**src/rtl/spi_pkg.sv**
```systemverilog
// Shared types and constants for the SPI command-frame transmitter.
// Frame layout is {opcode[3:0], payload[11:0]}, sent MSB first.
package spi_pkg;

  localparam int FRAME_W = 16;

  localparam logic [3:0] OP_RSVD    = 4'h0;
  localparam logic [3:0] REQ_SPIN   = 4'h1;
  localparam logic [3:0] REQ_WIN    = 4'h2;
  localparam logic [3:0] REQ_UPDATE = 4'h3;

  typedef struct packed {
    logic [3:0]  opcode;
    logic [11:0] payload;
  } frame_t;

  typedef enum logic [2:0] {
    IDLE,
    SETUP,
    SHIFT,
    HOLD,
    GAP
  } state_e;

endpackage

```
**src/rtl/spi_sclk_gen.sv**
```systemverilog
// SPI clock divider: toggles sclk every CLK_DIV cycles while enabled.
// rise_o/fall_o flag the cycle whose closing edge moves sclk.
module spi_sclk_gen
  import spi_pkg::*;
#(
  parameter int unsigned CLK_DIV = 4
) (
  input  logic clk_i,
  input  logic reset_i,
  input  logic en_i,
  output logic rise_o,
  output logic fall_o,
  output logic sclk_o
);

  localparam int unsigned CW = $clog2(CLK_DIV);

  logic [CW-1:0] cnt_q, cnt_d;
  logic          sclk_q, sclk_d;
  logic          tick;

  assign tick   = en_i && (cnt_q == CW'(CLK_DIV - 1));
  assign rise_o = tick && !sclk_q;
  assign fall_o = tick && sclk_q;
  assign sclk_o = sclk_q;

  always_comb begin
    cnt_d  = cnt_q;
    sclk_d = sclk_q;
    if (!en_i) begin
      cnt_d  = '0;
      sclk_d = 1'b0;
    end else if (tick) begin
      cnt_d  = '0;
      sclk_d = !sclk_q;
    end else begin
      cnt_d = cnt_q + CW'(1);
    end
  end

  always_ff @(posedge clk_i) begin
    if (reset_i) begin
      cnt_q  <= '0;
      sclk_q <= 1'b0;
    end else begin
      cnt_q  <= cnt_d;
      sclk_q <= sclk_d;
    end
  end

endmodule

```
**src/rtl/spi_frame_tx.sv**
```systemverilog
// SPI mode-0 initiator for 16-bit opcode frames to the MCU.
// Define SPI_TX_READBACK_EN to capture the MCU reply on cipo.
module spi_frame_tx
  import spi_pkg::*;
#(
  parameter int unsigned CLK_DIV = 4
) (
  input  logic               clk,
  input  logic               reset,
  input  logic               req_valid,
  output logic               req_ready,
  input  logic [3:0]         req_opcode,
  input  logic [11:0]        req_payload,
  output logic               sclk,
  output logic               cs,
  output logic               copi,
  input  logic               cipo,
  output logic               rsp_valid,
  output logic [FRAME_W-1:0] rsp_data,
  output logic               err
);

  localparam int unsigned CW = $clog2(CLK_DIV);

  state_e               state_q, state_d;
  logic [FRAME_W-1:0]   sreg_q, sreg_d;
  logic [CW-1:0]        cnt_q, cnt_d;
  logic [3:0]           bits_q, bits_d;
  logic                 cs_q, cs_d;
  logic                 ready_q;
  logic                 vld_q, vld_d;
  logic                 err_q, err_d;
  logic                 start, rise, fall, sclk_en;
  frame_t               req_f;

  assign req_f   = '{opcode: req_opcode, payload: req_payload};
  assign sclk_en = (state_q == SETUP) || (state_q == SHIFT);

  spi_sclk_gen #(.CLK_DIV(CLK_DIV)) u_sclk (
    .clk_i   (clk),
    .reset_i (reset),
    .en_i    (sclk_en),
    .rise_o  (rise),
    .fall_o  (fall),
    .sclk_o  (sclk)
  );

  always_comb begin
    state_d = state_q;
    sreg_d  = sreg_q;
    cnt_d   = cnt_q;
    bits_d  = bits_q;
    cs_d    = cs_q;
    vld_d   = 1'b0;
    err_d   = 1'b0;
    start   = 1'b0;
    unique case (state_q)
      IDLE: begin
        if (req_valid && ready_q) begin
          if (req_opcode == OP_RSVD) begin
            err_d = 1'b1;
          end else begin
            start   = 1'b1;
            sreg_d  = req_f;
            bits_d  = '0;
            cs_d    = 1'b0;
            state_d = SETUP;
          end
        end
      end
      SETUP: begin
        if (rise) state_d = SHIFT;
      end
      SHIFT: begin
        if (fall) begin
          if (bits_q == 4'd15) begin
            cnt_d   = '0;
            state_d = HOLD;
          end else begin
            bits_d = bits_q + 4'd1;
            sreg_d = {sreg_q[FRAME_W-2:0], 1'b0};
          end
        end
      end
      HOLD: begin
        if (cnt_q == CW'(CLK_DIV - 1)) begin
          cnt_d   = '0;
          sreg_d  = '0;
          cs_d    = 1'b1;
          vld_d   = 1'b1;
          state_d = GAP;
        end else begin
          cnt_d = cnt_q + CW'(1);
        end
      end
      GAP: begin
        if (cnt_q == CW'(CLK_DIV - 1)) begin
          cnt_d   = '0;
          state_d = IDLE;
        end else begin
          cnt_d = cnt_q + CW'(1);
        end
      end
      default: state_d = IDLE;
    endcase
  end

  always_ff @(posedge clk) begin
    if (reset) begin
      state_q <= IDLE;
      sreg_q  <= '0;
      cnt_q   <= '0;
      bits_q  <= '0;
      cs_q    <= 1'b1;
      ready_q <= 1'b0;
      vld_q   <= 1'b0;
      err_q   <= 1'b0;
    end else begin
      state_q <= state_d;
      sreg_q  <= sreg_d;
      cnt_q   <= cnt_d;
      bits_q  <= bits_d;
      cs_q    <= cs_d;
      ready_q <= (state_d == IDLE);
      vld_q   <= vld_d;
      err_q   <= err_d;
    end
  end

  assign req_ready = ready_q;
  assign cs        = cs_q;
  assign copi      = sreg_q[FRAME_W-1];
  assign rsp_valid = vld_q;
  assign err       = err_q;

`ifdef SPI_TX_READBACK_EN
  logic [FRAME_W-1:0] rx_q, rx_d;
  logic [FRAME_W-1:0] rdata_q, rdata_d;

  always_comb begin
    rx_d    = rx_q;
    rdata_d = rdata_q;
    if (start) rx_d = '0;
    else if (rise) rx_d = {rx_q[FRAME_W-2:0], cipo};
    if (vld_d) rdata_d = rx_q;
  end

  always_ff @(posedge clk) begin
    if (reset) begin
      rx_q    <= '0;
      rdata_q <= '0;
    end else begin
      rx_q    <= rx_d;
      rdata_q <= rdata_d;
    end
  end

  assign rsp_data = rdata_q;
`else
  logic unused_cipo;
  logic unused_start;
  assign unused_cipo  = cipo;
  assign unused_start = start;
  assign rsp_data     = '0;
`endif

endmodule

```
**config.mk**
```make
export PLATFORM = sky130hd
export DESIGN_NAME = spi_frame_tx
export DESIGN_NICKNAME = d
export VERILOG_FILES = /design/src/rtl/spi_pkg.sv /design/src/rtl/spi_sclk_gen.sv /design/src/rtl/spi_frame_tx.sv
export SDC_FILE = /design/constraint.sdc
export NUM_CORES = 1
export LEC_CHECK = 0
export ABC_AREA = 1
export CAP_MARGIN = 15
export CORE_ASPECT_RATIO = 1.1
export CORE_MARGIN = 2
export CORE_UTILIZATION = 49
export DETAILED_ROUTE_END_ITERATION = 10
export PLACE_DENSITY = 0.8
export SKIP_LAST_GASP = 1
export SYNTH_ARGS = -nofsm -noshare
export SYNTH_HDL_FRONTEND = slang
export SYNTH_SLANG_ARGS = --single-unit
export TNS_END_PERCENT = 10
```
**constraint.sdc**
```tcl
create_clock -name clk -period 2.9 [get_ports clk]
set_clock_uncertainty 0.2 [all_clocks]
set_input_delay 0.725 -clock clk [delete_from_list [all_inputs] [get_ports clk]]
set_output_delay 0.725 -clock clk [all_outputs]
set_load 0.01 [all_outputs]
```
Yosys cells after proc, flatten, opt, wreduce, memory -nomap -nowiden
Index checks and enable logic that the tools add are counted.
W data, S select, Z words.

storage, ports and cells
  bits in registers = 32
  output and inout bits = 22
  word-level logic and storage cells = 81

cells by class
  add/subtract/negate cells = 3
  eq/ne operators = 13
  muxes and demuxes = 29
  bitwise operators = 4
  reduce and logical (&&, ||, !) cells = 22

operator list
  cell                   number
  $mux W16               5
  $pmux W16 S3           1
  $mux W3                7
  $mux W4                4
  $pmux W3 S5            1
  $ne A2 B2 Y1 const B   5
  $pmux W4 S2            1
  $eq A3 B2 Y1 const B   2
  $logic_not A3 Y1       2
  $mux W2                3
  $reduce_and A6 Y1      1
  $reduce_bool A2 Y1     3
  $reduce_or A2 Y1       3
  $reduce_or A3 Y1       2
  $mux W1                5
  $reduce_and A5 Y1      1
  $add A2 B1 Y2 const B  2
  $add A4 B1 Y4 const B  1
  $eq A2 B2 Y1 const B   2
  $eq A4 B4 Y1 const B   1
  $logic_and A1 B1 Y1    4
  $logic_not A4 Y1       1
  $not A1 Y1             4
  $pmux W2 S2            1
  other kinds (9)        9

Depth between registers and ports, before layout
Gate-level depths: netlist of the first run.

  word-level depth = 7
  depth in mapped cells = 10

Modules after synthesis
Synthesis of the first run repeated with hierarchy kept, for this count alone.

second synthesis, totals
  cell total of the unflattened synthesis = 241
  area total of the unflattened synthesis = 1701.6 um^2

by module, submodules not included
  module        instances  cells an instance  area an instance (um^2)
  spi_frame_tx  1          223                1574.0
  spi_sclk_gen  1          18                 127.6

Worst setup path after synthesis of the first run
No wires, ideal clock.

  kind = input-to-reg
  from = input req_opcode[0]
  to = register sreg_q[0]
  arrival time = 1485 ps
  setup slack = 1104 ps
  cell stages on the path = 9
  buffers on the path = 1
  cells stage by stage = nor2_1 nand2_1 nor2_2 nor2_2 nand2_2 nor2_8 buf_12 nor2_4 nor2_2

between the ends
  cells in the longest elaborated chain, start to end = 3

ends and longest elaborated chain
  item                                RTL line             text
  start: declaration                  spi_frame_tx.sv:12   input logic [3:0] req_opcode,
  $logic_not A4 Y1                    spi_frame_tx.sv:60   if (req_opcode == OP_RSVD) begin
  $ne A2 B2 Y1 (no source line)       --
  $reduce_and A6 Y1 (no source line)  --
  end signal: assignment              spi_frame_tx.sv:120  sreg_q <= sreg_d;
  end: declaration                    spi_frame_tx.sv:26   logic [FRAME_W-1:0] sreg_q, sreg_d;

No other way between the ends.
A chain may end at the register's enable or synchronous reset.

Worst setup path after layout of the first run
  from = input req_opcode[2]
  to = register sreg_q[0]

The elaborated chain is that of the path after synthesis.

==> reports/qor.tcl, run 1 <==
set qor(initial_util_pct) 52.1
set qor(power.static_leakage_nw) 1.06
set qor(cts_tree) {done}
set qor(worstPathRequired_ns) 2.88
set qor(die-height_um) 69.9
set qor(netlist_area_um2) 1930
set qor(global_route_wire_length_before_repair_um) 6200
set qor(routed_via_density) 4.64
set qor(seq_power_share_pct) 46.2
set qor(remaining_drc_errors) 0
set qor(max-cap-violations) 0
set qor(status) {completed}
set qor(core_region_area_um2) 3710
set qor(count_of_state_elements_after_synthesis) 32
set qor(n_antenna_cell) 0
set qor(area_of_all_placed_cells_without_fillers_um2) 2220
set qor(post_detail_place_hpwl_um) 2560
set qor(postLayoutCoreUtil_pct) 59.8
set qor(die-area_um2) 4460
set qor(synthCells) 292
set qor(post_synth_main_area_contributors) {dfxtp_1, nand2_1, nand3_1}
set qor(max_slew_violation_count) 0
set qor(tritoncts.num_buffers) 5
set qor(finalWeightedCongestion) 0.775
set qor(clkSinkCount) 32
set qor(io_pins) 42
set qor(internal_power_mw) 0.785
set qor(cts.clk_slew.worst_paths_ns) 0.06
set qor(crit_arrival_ns) 2.12
set qor(relSlewSlack_pct) 66.2
set qor(antenna_violating_nets_post_route) 0
set qor(power-per-cell-area_nw_per_um2) 494
set qor(gr-usage-all-layers_pct) 17.4
set qor(postPlaceCellArea_um2) 2120
set qor(number_of_nets_at_the_end_of_the_flow) 339
set qor(drive_above_1_share_pct) 12.3
set qor(antenna_found_initial) 0
set qor(detailroute.wirelength.met3_um) 223
set qor(post_synth_top_area_cell) {dfxtp_1}
set qor(cts-resized-gates) 0
set qor(fin_crit_ns) 2.15
set qor(clock_path_buffers) 2
set qor(placement.io_buffers) 24
set qor(filler_cell_count_in_the_final_layout) 346
set qor(first_global_vias) 1453
set qor(post_cts_buffers) 0
set qor(clk_latency_ns) 0.29
set qor(combinationalPowerShare_pct) 20.2
set qor(period_share_pct) 74.0
set qor(most_common_cell_after_layout_fill_and_taps_aside) {nand2_1}
set qor(grt.overflow.total) 0
set qor(totalWireLength_um) 3710
set qor(top_signal_layer_used) {met4}
set qor(synthDominantCellAreaShare_pct) 33.1
set qor(regArea_um2) 641
set qor(irDropWorstVdd_mv) 0.365
set qor(average_cell_area_after_synthesis_um2) 6.62
set qor(timing.final.setup_violations) 0
set qor(seq_area_frac_synth_pct) 33.1
set qor(routed_wire_length_per_instance_um) 10.1
set qor(power.net_switching_mw) 0.312
set qor(class_of_the_most_critical_hold_timing_path) {flop to flop}
set qor(worst_setup_path_end_kind) {flop}
set qor(die_x_um) 63.9
set qor(path_class) {input port to flop}
set qor(synth_warnings) 0
set qor(startpoint_type) {input port}
set qor(multiInputGateArea_um2) 1040
set qor(max_freq_mhz) 466
set qor(critPathMaxFanout) 16
set qor(syn_to_final_growth_pct) 14.8
set qor(cts_hold_buffers) 0
set qor(master_cell_of_the_clock_root_buffer) {clkbuf_8}
set qor(maximum_number_of_pins_on_one_net_before_global_route_repair) 20
set qor(drt_iter0_drc) 99
set qor(vias) 1697
set qor(wl_met2_um) 1700
set qor(clkPwrFrac_pct) 33.7
set qor(setup_total_negative_slack_ns) 0
set qor(grt_setup_unrepaired) {no}
set qor(netSwitchingFraction_pct) 28.4
set qor(synth_cell_type_count) 31
set qor(fp-row-count) 23
set qor(drtPass1Iterations) 4
set qor(clock_tree.htree_level_count) 2
set qor(worst_slew_pin_slew_ns) 0.504
set qor(mostFrequentLayoutCells) {nand2_1, nor2_1, dfxtp_1, nand3_1, inv_1}
set qor(wirelength_met1_um) 1740
set qor(hold_viol_final) 0
cell families after synthesis:
| logic type | after synthesis | share of synthesized area [%] |
|---|---|---|
| AND/OR/NAND/NOR | 183 | 43.0 |
| other | 1 | 0.194 |
| AO/OA/AOI/OAI | 15 | 5.11 |
| flip-flops | 32 | 33.1 |
| buffers and inverters | 57 | 16.1 |
| adder cells (fa/ha/maj) | 3 | 1.94 |
| XOR/XNOR | 1 | 0.453 |
power by group through the flow:
stage	Sequential (mW)	Clock [mW]	Combinational, mW
2_1_floorplan	0.514	0	0.189
3_3_place_gp	0.514	0	0.218
3_5_place_dp	0.515	0	0.221
4_1_cts	0.506	0.375	0.223
5_1_grt	0.511	0.395	0.252
6_report	0.506	0.369	0.221
area by class of cell:
cell class | count | area share, %
Clock buffer | 7 | 4.34
Inverter | 34 | 6.09
Multi-Input combinational cell | 218 | 46.7
Sequential cell | 32 | 28.9
Tap cell | 50 | 2.82
Timing Repair Buffer | 25 | 11.2
final timing paths:
path,from,endpoint,slack [ns],cells past startpoint
setup / recovery,req_opcode[2],sreg_q[0]$_SDFFE_PP0P_,0.75,8
hold / removal,u_sclk.cnt_q[0]$_SDFF_PP0_,u_sclk.cnt_q[0]$_SDFF_PP0_,0.22,1
setup reg to reg,bits_q[0]$_SDFFE_PP0P_,sreg_q[13]$_SDFFE_PP0P_,1.08,8
hold reg to reg,u_sclk.cnt_q[0]$_SDFF_PP0_,u_sclk.cnt_q[0]$_SDFF_PP0_,0.22,1
sequential cells by signal, summed over array words and instances, names as in the netlist:
name	count
sreg_q	16
state_q	3
err	1
cs	1
cnt_q	2
bits_q	4
u_sclk.cnt_q	2
req_ready	1
rsp_valid	1
u_sclk.sclk_o	1
cells in the mapped netlist, drive strengths merged:
cell type	count
nor4	1
clkbuf	2
nor2	56
clkinv	1
inv	33
ha	3
nand2	92
nand3	30
a21boi	1
conb	1
nor3b	1
dfxtp	32
a21oi	7
xnor2	1
o21ai	6
o31ai	1
buf	21
nand4	3
per-layer routing:
| layer | GRT usage, % | vias up |
|---|---|---|
| li1 | - | 914 |
| met1 | 22.3 | 733 |
| met2 | 28.2 | 43 |
| met3 | 3.70 | 7 |
| met4 | 7.00 | 0 |
| met5 | 0 | - |
critical path, stage by stage:
cell and delay [ns]:
clkdlybuf4s50_1 0.49, nor2_1 0.05, nand2_1 0.19, o21ai_2 0.10
nor2_4 0.31, nand3_1 0.12, nand2_1 0.09, nor2_2 0.04
stage by stage:
stage | worst slack, ns | cells | hold WS [ns] | total power [mW]
global route | 0.638 | 366 | 0.244 | 1.16
floorplan | 1.10 | 307 | 0.197 | 0.702
finish | 0.755 | 366 | 0.217 | 1.10
global placement | 0.492 | 359 | 0.207 | 0.732
CTS | 0.755 | 366 | 0.225 | 1.10
detailed placement | 0.467 | 359 | 0.216 | 0.736
(Power assumes the default switching activity.)
==> inputs of run 2 (changes only) <==
- clock period: 2.9 -> 2.2 ns (I/O delays scaled with it)
==> run 2 against run 1 <==
- register-to-register slack lost 0.76 ns
- highest routed layer unchanged
- sequential share of layout area shrank 1.5 points
- clock power grew 69%
- cell count grew 2.2%
- total power grew 49%
- first-iteration DRC count shrank 32%
- non-clock buffer count grew 7
- final area grew 5.4%
- global-route usage grew 2.0 points
- routed wire length grew 6.8%
- critical path depth shrank 7
==> reports/qor.tcl, run 2 (synthesized netlist as in run 1, its figures left out) <==
set qor(setup.reg_to_reg.worst_slack_ns) 0.32 ;# was 1.08 ns
set qor(cts-resized-gates) 0 ;# unchanged
set qor(combinationalPowerShare_pct) 20.8 ;# was 20.2%
set qor(critPathTopFamily) {buffers and inverters} ;# was simple AND/OR/NAND/NOR gates
set qor(finalWeightedCongestion) 0.780 ;# was 0.775
set qor(clock_path_buffers) 2 ;# unchanged
set qor(number_of_nets_at_the_end_of_the_flow) 346 ;# was 339
set qor(master_cell_of_the_clock_root_buffer) {clkbuf_8} ;# unchanged
set qor(maximum_number_of_pins_on_one_net_before_global_route_repair) 20 ;# unchanged
set qor(area_of_all_placed_cells_without_fillers_um2) 2340 ;# was 2220 um2
set qor(cts_hold_buffers) 0 ;# unchanged
set qor(hold_viol_final) 0 ;# unchanged
set qor(clk_latency_ns) 0.29 ;# about the same
set qor(mostFrequentLayoutCells) {nand2_1, nor2_1, dfxtp_1, nand3_1, inv_1} ;# unchanged
set qor(n_antenna_cell) 0 ;# unchanged
set qor(initial_util_pct) 52.1 ;# unchanged
set qor(worstRegToRegCells) 9 ;# was 8
set qor(core_region_area_um2) 3710 ;# unchanged
set qor(die_x_um) 63.9 ;# unchanged
set qor(placement.io_buffers) 24 ;# unchanged
set qor(period_share_pct) 88.0
set qor(antenna_found_initial) 0 ;# unchanged
set qor(routed_wire_length_per_instance_um) 10.6 ;# was 10.1 um
set qor(totalWireLength_um) 3960 ;# was 3710 um
set qor(status) {completed} ;# unchanged
set qor(final_critical_path_setup_slack_ns) 0.264 ;# was 0.755 ns
set qor(crit_chain) {clkdlybuf4s50_1} ;# was clkdlybuf4s50_1, nor2_1, nand2_1, o21ai_2, nor2_4, nand3_1, nand2_1, nor2_2
set qor(worstSetupEndpoint) {cs} ;# was sreg_q[0]$_SDFFE_PP0P_
set qor(crit_buf_inv) 1 ;# unchanged
set qor(largest_registers) {sreg_q (16), bits_q (4), state_q (3)} ;# unchanged
set qor(fp-row-count) 23 ;# unchanged
set qor(gr-usage-all-layers_pct) 19.4 ;# was 17.4%
set qor(startpoint_type) {flop} ;# was input port
set qor(power.static_leakage_nw) 1.12 ;# was 1.06 nW
set qor(setup_total_negative_slack_ns) 0 ;# unchanged
set qor(clkPwrFrac_pct) 38.2 ;# was 33.7%
set qor(critPathMaxFanout) 2 ;# was 16
set qor(drt_iter0_drc) 67 ;# was 99
set qor(timing.final.setup_violations) 0 ;# unchanged
set qor(tritoncts.num_buffers) 5 ;# unchanged
set qor(critPathLaunch) {cs$_SDFFE_PP1P_} ;# was req_opcode[2]
set qor(max_incr_delay_on_cp_ns) 0.56 ;# was 0.49 ns
set qor(class_of_the_most_critical_hold_timing_path) {flop to flop} ;# unchanged
set qor(critical_path_depth) 1 ;# was 8
set qor(seq_power_share_pct) 41.0 ;# was 46.2%
set qor(grt.overflow.total) 0 ;# unchanged
set qor(max_slew_violation_count) 0 ;# unchanged
set qor(regToRegStartpoint) {bits_q[0]$_SDFFE_PP0P_} ;# unchanged
set qor(worst_hold_slack_ns) 0.220 ;# was 0.217 ns
set qor(postPlaceCellArea_um2) 2210 ;# was 2120 um2
set qor(worst_path_max_delay_cell) {clkdlybuf4s50_1} ;# unchanged
set qor(clkSinkCount) 32 ;# unchanged
set qor(internal_power_mw) 1.19 ;# was 0.785 mW
set qor(worst_r2r_endpoint) {sreg_q[9]$_SDFFE_PP0P_} ;# was sreg_q[13]$_SDFFE_PP0P_
set qor(power.net_switching_mw) 0.438 ;# was 0.312 mW
set qor(routed_via_density) 4.71 ;# was 4.64
set qor(power-per-cell-area_nw_per_um2) 697 ;# was 494 nW/um2
set qor(clock_tree.htree_level_count) 2 ;# unchanged
set qor(max_flop_register) {sreg_q} ;# unchanged
set qor(max-cap-violations) 0 ;# unchanged
set qor(irDropWorstVdd_mv) 0.509 ;# was 0.365 mV
set qor(post_cts_buffers) 0 ;# unchanged
set qor(die-height_um) 69.9 ;# unchanged
set qor(most_common_cell_after_layout_fill_and_taps_aside) {nand2_1} ;# unchanged
set qor(drtPass1Iterations) 4 ;# unchanged
set qor(cts.clk_slew.worst_paths_ns) 0.07 ;# was 0.06 ns
set qor(remaining_drc_errors) 0 ;# unchanged
set qor(cts_tree) {done} ;# unchanged
set qor(drive_above_1_share_pct) 14.5 ;# was 12.3%
set qor(worstPathRequired_ns) 1.45 ;# was 2.88 ns
set qor(path_class) {flop to output port} ;# was input port to flop
set qor(netSwitchingFraction_pct) 26.9 ;# was 28.4%
set qor(first_global_vias) 1604 ;# was 1,453
set qor(global_route_wire_length_before_repair_um) 6920 ;# was 6200 um
set qor(max_freq_mhz) 516
set qor(vias) 1762 ;# was 1,697
set qor(fin_crit_ns) 1.94
set qor(largest_register_ffs) 16 ;# unchanged
set qor(syn_to_final_growth_pct) 21.0 ;# was 14.8%
set qor(crit_arrival_ns) 1.19 ;# was 2.12 ns
set qor(grt_setup_unrepaired) {no} ;# unchanged
set qor(antenna_violating_nets_post_route) 0 ;# unchanged
set qor(post_detail_place_hpwl_um) 2740 ;# was 2560 um
set qor(io_pins) 42 ;# unchanged
set qor(die-area_um2) 4460 ;# unchanged
set qor(pre_cts_ws_ns) -0.0211 ;# was 0.467 ns
set qor(worst_setup_path_end_kind) {output port} ;# was flop
## run 2: changes by cell type in the layout (fill, tap and decap cells not counted), sizes merged
cell / change
buf: +7
bufinv: +1
## run 2: cell type report
| class | count | area (um2) |
|---|---|---|
| fillers | 333 | 1370 |
| multi-input cells | 218 | 1040 |
| flip-flops and latches | 32 | 641 |
| repair buffers | 32 | 338 |
| inverters | 34 | 135 |
| clock buffers | 7 | 96.3 |
| well taps | 50 | 62.6 |
| clock inverters | 1 | 30.0 |
## run 2: metal layers
| metal | track usage (%) | vias to the layer above | wire, um |
|---|---|---|---|
| met5 | 0 | - | 0 |
| met4 | 7.25 | 0 | 55 |
| met3 | 5.15 | 6 | 231 |
| met2 | 32.2 | 50 | 1850 |
| met1 | 23.8 | 772 | 1820 |
| li1 | - | 934 | - |
## run 2: worst min path at each step
stage                                           from                          to  slack [ns]  cells past startpoint
after global routing      u_sclk.cnt_q[0]$_SDFF_PP0_  u_sclk.cnt_q[0]$_SDFF_PP0_        0.25                      1
after global placement    u_sclk.cnt_q[0]$_SDFF_PP0_  u_sclk.cnt_q[0]$_SDFF_PP0_        0.21                      1
after detailed placement  u_sclk.cnt_q[0]$_SDFF_PP0_  u_sclk.cnt_q[0]$_SDFF_PP0_        0.21                      1
final                     u_sclk.cnt_q[0]$_SDFF_PP0_  u_sclk.cnt_q[0]$_SDFF_PP0_        0.22                      1
after floorplan           u_sclk.cnt_q[0]$_SDFF_PP0_  u_sclk.cnt_q[0]$_SDFF_PP0_        0.20                      1
after CTS                 u_sclk.cnt_q[0]$_SDFF_PP0_  u_sclk.cnt_q[0]$_SDFF_PP0_        0.22                      1
## run 2: metrics by stage
stage / power (mW) / instances / util, %
after floorplan: 0.926 / 307 / -
after global placement: 1.01 / 366 / 59.6
final: 1.63 / 374 / 63.0
after global routing: 1.72 / 374 / 63.0
after detailed placement: 1.02 / 366 / 59.6
after CTS: 1.64 / 374 / 63.0
## run 2: worst reg2reg max path, cell delays in order (launching register included)
cell and delay, ns:
dfxtp_1 0.40, ha_1 0.20, nand3_1 0.18, o21ai_2 0.30, inv_2 0.07, nand2_2 0.11, nor2_8 0.06, buf_12 0.14
nor2_2 0.08, nor2_1 0.05
## run 2: power groups by stage
stage	Clock, mW	Sequential, mW	Combinational (mW)
global placement	0	0.678	0.330
global route	0.662	0.673	0.382
finish	0.623	0.668	0.340
floorplan	0	0.677	0.249
CTS	0.629	0.668	0.341
detailed placement	0	0.679	0.337
